--- src/rtl/divider.sv ---
// Sequential restoring divider: 2N-bit dividend / N-bit divisor -> N-bit quotient and remainder
// over N cycles, with the same start/ready handshake as the shift-add multiplier.
module divider #(
  parameter int N = 4
) (
  input  logic           clock,
  input  logic           reset,
  input  logic           start,
  output logic           ready,
  input  logic [2*N-1:0] dividend,
  input  logic [N-1:0]   divisor,
  output logic [N-1:0]   quotient,
  output logic [N-1:0]   remainder,
  output logic           error
);

  localparam int CW = $clog2(N + 1);

  typedef enum logic [1:0] {
    S_IDLE  = 2'd0,
    S_BUSY  = 2'd1,
    S_FAULT = 2'd2
  } state_t;

  state_t        r_state;
  state_t        w_state_nxt;
  logic [N:0]    r_rem;
  logic [N:0]    w_rem_nxt;
  logic [N-1:0]  r_q;
  logic [N-1:0]  w_q_nxt;
  logic [N-1:0]  r_d;
  logic [N-1:0]  w_d_nxt;
  logic [CW-1:0] r_cnt;
  logic [CW-1:0] w_cnt_nxt;
  logic          r_ready;
  logic          w_ready_nxt;
  logic [N-1:0]  r_quotient;
  logic [N-1:0]  w_quotient_nxt;
  logic [N-1:0]  r_remainder;
  logic [N-1:0]  w_remainder_nxt;
  logic          r_error;
  logic          w_error_nxt;

  logic [N-1:0]  w_hi;
  logic          w_fault;
  logic [N+1:0]  w_wide;
  logic [N+1:0]  w_trial;
  logic          w_fits;
  logic [N:0]    w_rem_step;
  logic [N-1:0]  w_q_step;

  // A quotient that fits in N bits requires the upper dividend half to be below the divisor.
  assign w_hi    = dividend[2*N-1:N];
  assign w_fault = (divisor == {N{1'b0}}) || (w_hi >= divisor);

  // {R,Q} shifted left once; the trial subtraction carries one extra bit so its MSB is the borrow.
  assign w_wide     = {r_rem, r_q[N-1]};
  assign w_trial    = w_wide - {2'b00, r_d};
  assign w_fits     = ~w_trial[N+1];
  assign w_rem_step = w_fits ? w_trial[N:0] : w_wide[N:0];
  assign w_q_step   = {r_q[N-2:0], w_fits};

  assign ready     = r_ready;
  assign quotient  = r_quotient;
  assign remainder = r_remainder;
  assign error     = r_error;

  // Next-state, datapath and result update for the IDLE/BUSY/FAULT controller.
  always_comb begin
    w_state_nxt     = r_state;
    w_rem_nxt       = r_rem;
    w_q_nxt         = r_q;
    w_d_nxt         = r_d;
    w_cnt_nxt       = r_cnt;
    w_ready_nxt     = r_ready;
    w_quotient_nxt  = r_quotient;
    w_remainder_nxt = r_remainder;
    w_error_nxt     = r_error;
    case (r_state)
      S_IDLE: begin
        if (start) begin
          w_ready_nxt = 1'b0;
          if (w_fault) begin
            w_state_nxt = S_FAULT;
            w_error_nxt = 1'b1;
          end else begin
            w_state_nxt = S_BUSY;
            w_error_nxt = 1'b0;
            w_rem_nxt   = {1'b0, w_hi};
            w_q_nxt     = dividend[N-1:0];
            w_d_nxt     = divisor;
            w_cnt_nxt   = CW'(N);
          end
        end else begin
          w_ready_nxt = 1'b1;
        end
      end
      S_BUSY: begin
        w_rem_nxt = w_rem_step;
        w_q_nxt   = w_q_step;
        w_cnt_nxt = r_cnt - CW'(1);
        if (r_cnt == CW'(1)) begin
          w_state_nxt     = S_IDLE;
          w_ready_nxt     = 1'b1;
          w_quotient_nxt  = w_q_step;
          w_remainder_nxt = w_rem_step[N-1:0];
        end else begin
          w_ready_nxt = 1'b0;
        end
      end
      S_FAULT: begin
        w_state_nxt     = S_IDLE;
        w_ready_nxt     = 1'b1;
        w_quotient_nxt  = {N{1'b1}};
        w_remainder_nxt = {N{1'b0}};
      end
      default: begin
        w_state_nxt = S_IDLE;
        w_ready_nxt = 1'b1;
      end
    endcase
  end

  // State and result registers; reset aborts any operation in flight.
  always_ff @(posedge clock or posedge reset) begin
    if (reset) begin
      r_state     <= S_IDLE;
      r_rem       <= {(N+1){1'b0}};
      r_q         <= {N{1'b0}};
      r_d         <= {N{1'b0}};
      r_cnt       <= {CW{1'b0}};
      r_ready     <= 1'b1;
      r_quotient  <= {N{1'b0}};
      r_remainder <= {N{1'b0}};
      r_error     <= 1'b0;
    end else begin
      r_state     <= w_state_nxt;
      r_rem       <= w_rem_nxt;
      r_q         <= w_q_nxt;
      r_d         <= w_d_nxt;
      r_cnt       <= w_cnt_nxt;
      r_ready     <= w_ready_nxt;
      r_quotient  <= w_quotient_nxt;
      r_remainder <= w_remainder_nxt;
      r_error     <= w_error_nxt;
    end
  end

endmodule

--- config.mk ---
export PLATFORM = sky130hd
export DESIGN_NAME = divider
export DESIGN_NICKNAME = d
export VERILOG_FILES = /design/src/rtl/divider.sv
export SDC_FILE = /design/constraint.sdc
export NUM_CORES = 1
export LEC_CHECK = 0
export BUFFER_PORTS_ARGS = -buffer_cell sky130_fd_sc_hd__buf_2
export CORE_UTILIZATION = 25
export CTS_CLUSTER_DIAMETER = 80
export DETAILED_ROUTE_END_ITERATION = 10
export GPL_ROUTABILITY_DRIVEN = 1
export SLEW_MARGIN = 30
export SYNTH_ARGS = -nofsm -noshare
export SYNTH_HDL_FRONTEND = slang
export SYNTH_SLANG_ARGS = --single-unit
--- constraint.sdc ---
create_clock -name clock -period 2.3 [get_ports clock]
set_input_delay 0.23 -clock clock [delete_from_list [all_inputs] [get_ports clock]]
set_output_delay 0.23 -clock clock [all_outputs]
set_load 0.005 [all_outputs]
### Word level (Yosys, flattened, before mapping)

Cells that the tools add are included.

* bits in registers: 28
* input bits: 15
* output and inout bits: 10
* word-level logic and storage cells: 52

* add/sub/neg operators: 2
* order comparisons: 1
* eq/ne operators: 6
* mux-type cells: 22
* bitwise logic cells: 2
* reduce and logical (&&, ||, !) cells: 10

Operators by type and width (number)
* $pmux 4 s2: 3
* $mux 4: 4
* $mux 5: 3
* $pmux 5 s2: 1
* $mux 2: 3
* $mux 3: 2
* $ne 2x2->1 const B: 3
* $pmux 3 s2: 1
* $reduce_and 2->1: 3
* $reduce_and 3->1: 2
* $sub 6x4->6: 1
* $ge 4x4->1: 1
* $logic_not 4->1: 1
* $pmux 2 s2: 1
* $reduce_bool 2->1: 2
* $eq 3x1->1 const B: 1
* $mux 1: 3
* $sub 3x1->3 const B: 1
* $eq 2x1->1 const B: 1
* $eq 2x2->1 const B: 1
* $logic_not 2->1: 1
* $not 1->1: 2
* $pmux 1 s2: 1
* $logic_or 1x1->1: 1

### Longest topological paths before layout

Gate-level depths: netlist of the first run.

* word-level depth: 5
* gate-level depth with buffers: 9
* gate-level depth less buffers: 9

### Worst setup path after synthesis of the first run

No wires, ideal clock.

* path kind: reg-to-reg
* start: register r_rem[2]
* end: register r_rem[4]
* library setup time: 0.069 ns
* data arrival time: 1.849 ns
* data required time: 2.231 ns
* path slack: 0.382 ns
* stages on the path, launching flop included: 7
* path buffers: 0
* cell sequence: dfrtp_1 > ha_1 > o21ai_1 > a21o_1 > a211o_1 > or4b_1 > nand3_1

* cells in the longest elaborated chain, start to end: 3

Ends and longest elaborated chain
* start, declared: RTL line 27 `logic [N:0] r_rem;`
* start signal, assigned: RTL line 128 `r_rem <= {(N+1){1'b0}};`
* start signal, assigned: RTL line 138 `r_rem <= w_rem_nxt;`
* $sub 6x4->6: RTL line 58 `assign w_trial = w_wide - {2'b00, r_d};`
* $mux 5: RTL line 60 `assign w_rem_step = w_fits ? w_trial[N:0] : w_wide[N:0];`
* $pmux 5 s2: RTL line 79 `case (r_state)`

No other way between the ends.
A chain may end at the register's enable or synchronous reset.

### Final worst setup path of the first run

Same ends and word-level chain as after synthesis.

==> qor.csv, run 1 <==
metric,value,unit
outcome,finished clean,
dieHeight,81.5,µm
synth_top_cell_area_share,42.8,%
root_buffer,clkbuf_8,
ys_seq_area_share,44.5,%
fin_nets,218,
power.density,1420,mW/mm²
clk-insertion-delay-late,0.28,ns
htree_levels,1,
grtUsageTotal,11.4,%
synth_cell_type_count,43,
wl,3310,µm
fp-row-count,28,
core,0.00599,mm²
p_leak,0.896,nW
die_w,81.5,µm
cp_max_fo,7,
cts_tree,done,
path_class,reg -> reg,
grt_pass1_vias,1215,
place_hpwl,2570,µm
vdd_drop_max,550,µV
syn-cell-area,0.00158,mm²
place_worst_setup_slack,0.220,ns
slew_headroom,55.1,%
final.setup_skew,0.00550,ns
r2r-start,r_rem[2],
synth.top_cells.by_count,"dfrtp_1, nand2_1, inv_1",
grt_max_degree,19,
hold_violations,0,
antenna_found_initial,0,
drive_gt1_share,19.4,%
wl_per_cell,12.5,µm
design_area,0.00186,mm²
fin_crit_sh,91.0,%
synth_area_leaders,"dfrtp_1, ha_1, nand2_1",
hp-class,in -> async,
start_kind,register,
synth_area_leader_cell,dfrtp_1,
r2r-end,r_rem[4],
ys_ff_latch,28,
drc,0,
avgSynthCellArea,9.51,µm²
n_antenna_cell,0,
overflow,0,
numPortBuffers,24,
r2r_slack,0.21,ns
dr.pass1.iters,4,
fin_tns_setup,0,ns
maxCapViolations,0,
syn_nets,192,
viasPerCell,4.69,
reg2reg_depth,6,
start_util,26.4,%
fillCellCount,638,
final_antenna_net_count,0,
syn2layout_area_growth,18.0,%
cts_sinks,28,
cts_hold_buf,0,
netlist_instances,166,
ys.flop_type,dfrtp_1,
tightest_slew,0.673,ns
setup_viol,0,
slew_violations,0,
first_iter_violations,68,
fp.dieArea,0.00664,mm²
cts_setup_buffers,0,
ctsLongestPathBuffers,2,
gp_congestion,0.754,
fin_crit,2.09,ns
cts-resized-gates,0,
cp.arrival,2.31,ns
fmax,0.478,GHz
path_clk_slew,0.10,ns
setup_slack,0.206,ns
grt_pass1_wl,5710,µm
num_vias,1248,
post_dp_cell_area,0.00179,mm²
ios,25,
yosysMostFrequentCell,dfrtp_1,
synth_async_sr_flop_share,100,%
worst_setup_path_end_kind,register,
rsz0062_at_grt,false,
yosys_warnings,0,
numCtsBuffers,3,
synth_edf_count,0,
required,2.52,ns
[area by class of cell]
class	count	area, µm²	area share [%]
timing repair buffer	28	150	8.06
clock inverter	1	30.0	1.61
sequential	28	702	37.7
clock buffer	3	41.3	2.22
inverter	14	52.6	2.82
multi-input combinational	117	793	42.6
tap	75	93.8	5.04
[worst max-delay path, stage by stage, from the launching register on]
cell	delay, ns
dfrtp_1	0.43
ha_1	0.40
o21ai_1	0.09
a21o_1	0.19
a211o_1	0.36
or4b_1	0.48
nand3_1	0.08
[how the worst max path moves through the flow]
stage / start / to / slack, ns / cells past startpoint
finish: r_rem[2] / r_rem[4] / 0.21 / 6
CTS: r_rem[2] / r_rem[4] / 0.21 / 6
global route: r_q[3] / r_rem[4] / 0.1 / 8
detailed placement: divisor[3] / r_cnt[2] / 0.22 / 7
global placement: r_rem[2] / r_rem[4] / 0.26 / 6
floorplan: r_rem[2] / r_rem[4] / 0.38 / 6
[metrics by stage]
stage	utilization, %	std cells	power, mW	hold slack [ns]
final	31.1	266	2.65	0.0334
after global routing	31.1	266	2.91	0.0844
after CTS	31.1	266	2.67	0.0635
after floorplan	-	166	1.89	0.295
after detailed placement	29.9	262	2.27	0.378
after global placement	29.9	262	2.25	0.361
[cells by family after synthesis]
kind of cell | count (synthesis) | share of synthesized area (%)
AOI/OAI and AO/OA | 46 | 19.3
buffers and inverters | 21 | 5.31
and+or+nand+nor | 52 | 16.6
DFF | 28 | 44.5
xor gates and xnor gates | 1 | 0.555
muxes | 7 | 4.60
adders and majority gates | 11 | 9.19
[registers in the layout, summed over array words and instances (netlist names)]
| register | cells |
|---|---|
| quotient | 4 |
| r_cnt | 3 |
| remainder | 4 |
| error | 1 |
| r_rem | 5 |
| r_state | 2 |
| ready | 1 |
| r_q | 4 |
| r_d | 4 |
[where the power goes]
| part | internal [mW] | switching [mW] |
|---|---|---|
| Sequential | 0.727 | 0.162 |
| Clock | 0.233 | 0.153 |
| Combinational | 0.615 | 0.756 |
| Total | 1.57 | 1.07 |
[layout by cell type (no fill, tap or decap), drive strengths merged, types with 2 or more instances in the layout]
cell type and instances:
a22oi 7, o21ai 17, nand2 18, or2 2, mux2 2, nand2b 7
nor2b 2, a21o 3, nor2 8, nand3 8, clkbuf 3, ha 10
dfrtp 27, nor3 2, a21oi 8, buf 28, mux2i 5, inv 14
[metal layers]
layer | vias up | track usage, % | wire length, µm
met3 | 4 | 2.44 | 142
met5 | - | 0 | 0
met2 | 25 | 17.0 | 1340
li1 | 630 | - | -
met4 | 0 | 3.21 | 37
met1 | 589 | 16.4 | 1790
Note: power is estimated with default switching activity, not from simulation.
==> inputs of run 2 (changes only) <==
Settings changed: CORE_MARGIN set to 2.
==> qor.csv, run 2 (synthesis results as in run 1) <==
metric,value,unit,change
outcome,"complete, but fails checks",,
violations,hold timing,,
cts-resized-gates,0,,unchanged
ios,25,,unchanged
final_cell_mix,"dfrtp_1, buf_2, nand2_1, inv_1, o21ai_1",,
numCtsBuffers,3,,unchanged
hp-class,in -> async,,
fp.dieArea,0.00697,mm²,+5.0%
overflow,0,,unchanged
p_clk_share,14.4,%,-0.2 points
final.setup_skew,0.00703,ns,+0.00154 ns
path_class,reg -> reg,,
whs,-0.00105,ns,-0.0345 ns
die_w,83.5,µm,+2.5%
syn2layout_area_growth,18.5,%,
n_antenna_cell,0,,unchanged
clk-insertion-delay-late,0.28,ns,about the same
fin_nets,219,,+0.46%
place_hpwl,2730,µm,+6.2%
path_clk_slew,0.10,ns,about the same
crit_path_max_incr_delay,0.49,ns,about the same
setup_viol,0,,unchanged
fmax,0.474,GHz,-0.70%
crit_family,compound AO/OA/AOI/OAI gates,,
slew_headroom,60.7,%,+5.7 points
fp-row-count,28,,unchanged
drive_gt1_share,19.8,%,+0.42 points
post_dp_cell_area,0.00180,mm²,+0.42%
tightest_slew,0.588,ns,-0.0851 ns
wl_per_cell,13.0,µm,+4.3%
gp_congestion,0.814,,+7.9%
hold_violations,6,,+6
viasPerCell,4.66,,-0.69%
root_buffer,clkbuf_8,,
cts_sinks,28,,unchanged
power.density,1430,mW/mm²,+0.82%
htree_levels,1,,unchanged
crit_chain,ha_1 -> o21ai_1 -> a21o_1 -> a211o_1 -> or4b_1 -> nand3_1,,
final_antenna_net_count,0,,unchanged
maxCapViolations,0,,unchanged
slew_violations,0,,unchanged
grt_max_degree,18,,-1
cts_tree,done,,
cp.arrival,2.33,ns,+0.02 ns
swShare,40.8,%,+0.31 points
wl,3470,µm,+4.7%
dr.pass1.iters,4,,unchanged
regMostFlops,r_rem,,
cts_hold_buf,0,,unchanged
design_area,0.00187,mm²,+0.40%
rsz0062_at_grt,false,,
cp_max_fo,7,,unchanged
grt_pass1_vias,1251,,+3.0%
first_iter_violations,130,,+91%
seqPwrFrac,33.3,%,-0.3 points
power.switching,1.09,mW,+2.0%
core,0.00603,mm²,+0.58%
ctsLongestPathBuffers,2,,unchanged
fin_crit_sh,91.7,%,+0.64 points
fin_tns_setup,0,ns,unchanged
p_leak,0.901,nW,+0.55%
cts_setup_buffers,0,,unchanged
antenna_found_initial,0,,unchanged
p_comb_share,52.3,%,+0.5 points
required,2.52,ns,about the same
worst_setup_path_end_kind,register,,
fillCellCount,646,,+1.3%
numPortBuffers,24,,unchanged
grtUsageTotal,10.5,%,-0.88 points
layout_commonest_cell,dfrtp_1,,
start_kind,register,,
num_vias,1244,,-0.32%
grt_pass1_wl,6000,µm,+5.0%
cp.buffers_inverters,0,,unchanged
largest_reg_flops,5,,unchanged
p_int,1.59,mW,+0.71%
vdd_drop_max,434,µV,-21%
drc,0,,unchanged
dieHeight,83.5,µm,+2.5%
fin_crit,2.11,ns,+0.0147 ns
start_util,26.2,%,-0.15 points
critPathSlowestCell,or4b_1,,
-- run 2: power groups by stage --
stage	clock (mW)	sequential [mW]	combinational (mW)
floorplan	0	0.860	1.03
global placement	0	0.895	1.38
detailed placement	0	0.905	1.40
CTS	0.409	0.896	1.41
global route	0.425	0.932	1.58
finish	0.386	0.893	1.40
-- run 2: per-stage QoR --
stage | hold WS [ns] | std cells | utilization, % | total power, mW | setup slack (ns)
CTS | 0.00514 | 267 | 31.0 | 2.72 | 0.197
floorplan | 0.295 | 166 | - | 1.89 | 0.382
global route | 0.0422 | 267 | 31.0 | 2.94 | 0.0803
global placement | 0.323 | 263 | 29.9 | 2.27 | 0.267
finish | -0.00105 | 267 | 31.0 | 2.68 | 0.191
detailed placement | 0.325 | 263 | 29.9 | 2.31 | 0.209
-- run 2: path summary, 6_finish.rpt --
path / from / endpoint / slack, ns / cells past startpoint
setup / recovery: r_rem[2] / r_rem[4] / 0.19 / 6
hold / removal: reset / remainder[1] / -0.001 / 2
setup reg to reg: r_rem[2] / r_rem[4] / 0.19 / 6
hold reg to reg: r_cnt[1] / r_cnt[1] / 0.50 / 2
max in group asynchronous: reset / ready / 1.61 / 3
min in group clock: dividend[2] / r_q[2] / 0.18 / 3
-- run 2: cell type report --
| type | count | area, µm² | share of cell area (%) |
|---|---|---|---|
| inverter | 14 | 52.6 | 2.81 |
| tap | 75 | 93.8 | 5.02 |
| clock buffer | 3 | 41.3 | 2.21 |
| multi-input combinational | 117 | 793 | 42.4 |
| sequential | 28 | 702 | 37.5 |
| clock inverter | 1 | 30.0 | 1.61 |
| timing repair buffer | 29 | 158 | 8.43 |
-- run 2: layer usage --
metal	wire length, µm	part of all wire [%]	track usage (%)
met3	224	6.5	3.26
met1	1800	52	15.6
met2	1440	41	15.5
met5	0	0	0
met4	8	0.23	1.17
==> inputs of run 3 (changes only) <==
Clock period 2.3 ns to 2.2 ns, I/O delays scaled along.
==> qor.csv, run 3 (synthesis results as in run 1) <==
metric,value,unit,change
slew_headroom,67.7,%,+7.0 points
viasPerCell,4.71,,+1.1%
ctsLongestPathBuffers,2,,unchanged
min_path_cells,3,,
wl,3480,µm,+0.26%
num_vias,1267,,+1.8%
required,2.42,ns,-0.10 ns
drive_gt1_share,19.6,%,-0.20 points
final.setup_skew,0.00647,ns,-0.000560 ns
r2r-end,r_rem[4],,
numPortBuffers,24,,unchanged
wl_per_cell,12.9,µm,-0.49%
final_util,30.9,%,-0.15 points
numCtsBuffers,3,,unchanged
reg2reg_depth,6,,unchanged
setup_slack,0.123,ns,-0.0682 ns
layout_commonest_cell,dfrtp_1,,
post_dp_cell_area,0.00181,mm²,+0.42%
start_kind,register,,
min_from,dividend[2],,
dr.pass1.iters,4,,unchanged
core,0.00603,mm²,unchanged
place_worst_setup_slack,0.134,ns,-0.0747 ns
ff_latch_area,702,µm²,unchanged
min_to,r_q[2],,
hold_violations,0,,-6
grt_max_degree,19,,+1
power.density,1440,mW/mm²,+0.36%
place_hpwl,2700,µm,-0.99%
outcome,finished clean,,
fp-row-count,28,,unchanged
tightest_slew,0.484,ns,-0.104 ns
cts_tree,done,,
clk-insertion-delay-late,0.27,ns,about the same
dieHeight,83.5,µm,unchanged
final_cell_mix,"dfrtp_1, buf_2, nand2_1, inv_1, o21ai_1",,
final_antenna_net_count,0,,unchanged
grt_pass1_vias,1282,,+2.5%
setup_viol,0,,unchanged
multiInputGateArea,793,µm²,unchanged
hp-class,in -> reg,,
cts_setup_buffers,0,,unchanged
regMostFlops,r_rem,,
gp_congestion,0.851,,+4.6%
root_buffer,clkbuf_8,,
first_iter_violations,76,,-42%
largest_reg_flops,5,,unchanged
fin_crit_sh,94.4,%,+2.7 points
fp.dieArea,0.00697,mm²,unchanged
grt_pass1_wl,6180,µm,+3.0%
worst_setup_path_end_kind,register,,
design_area,0.00186,mm²,-0.47%
grtUsageTotal,10.8,%,+0.25 points
path_clk_slew,0.10,ns,about the same
r2r_slack,0.12,ns,-0.07 ns
start_util,26.2,%,unchanged
n_antenna_cell,0,,unchanged
path_class,reg -> reg,,
fin_tns_setup,0,ns,unchanged
overflow,0,,unchanged
htree_levels,1,,unchanged
fin_nets,221,,+0.91%
vdd_drop_max,409,µV,-5.9%
syn2layout_area_growth,17.9,%,
maxCapViolations,0,,unchanged
ios,25,,unchanged
fmax,0.482,GHz,+1.5%
r2r-start,r_rem[2],,
cp_max_fo,7,,unchanged
cts_sinks,28,,unchanged
die_w,83.5,µm,unchanged
fillCellCount,647,,+0.15%
fin_crit,2.08,ns,-0.0318 ns
rsz0062_at_grt,false,,
p_leak,0.897,nW,-0.38%
cp.arrival,2.29,ns,-0.04 ns
drc,0,,unchanged
slew_violations,0,,unchanged
antenna_found_initial,0,,unchanged
-- run 3: layout make-up --
cell class	count	area share (%)
timing repair buffer	31	9.41
sequential	28	37.7
clock buffer	4	2.42
tap	75	5.04
multi-input combinational	117	42.6
inverter	14	2.82
-- run 3: repair_timing --
item,CTS,global route
gates resized for setup,0,0
hold buffers,1,0
hold endpoints to repair,10,0
-- run 3: worst max-delay path by stage --
stage / startpoint / end / slack (ns) / cells after the start
floorplan: r_rem[2] / r_rem[4] / 0.28 / 6
global placement: r_rem[1] / r_rem[4] / 0.19 / 6
detailed placement: r_rem[2] / r_rem[4] / 0.13 / 6
CTS: r_rem[2] / r_rem[4] / 0.11 / 6
global route: r_rem[2] / r_rem[4] / 0.02 / 6
finish: r_rem[2] / r_rem[4] / 0.12 / 6
-- run 3: stage by stage --
stage / cells / power, mW / hold slack, ns
floorplan: 166 / 1.98 / 0.285
global placement: 264 / 2.37 / 0.238
detailed placement: 264 / 2.40 / 0.240
CTS: 269 / 2.70 / 0.166
global route: 269 / 2.96 / 0.183
finish: 269 / 2.68 / 0.169
-- run 3: report_power, final --
part	total [mW]	switching [mW]	internal (mW)	leakage [nW]
clock	0.286	0.156	0.130	0.0228
sequential	0.931	0.171	0.760	0.341
combinational	1.46	0.808	0.652	0.533
-- run 3: critical path, stage by stage, from the launching register on --
cell	delay, ns
dfrtp_1	0.42
ha_1	0.39
o21ai_1	0.09
a21o_1	0.19
a211o_1	0.36
or4b_1	0.49
nand3_1	0.08
-- run 3: metal layers --
layer  wire length, µm  global-route usage, %
met3               164                   3.17
met5                 0                      0
met4                 0                  0.880
met2              1430                   15.8
met1              1890                   16.3
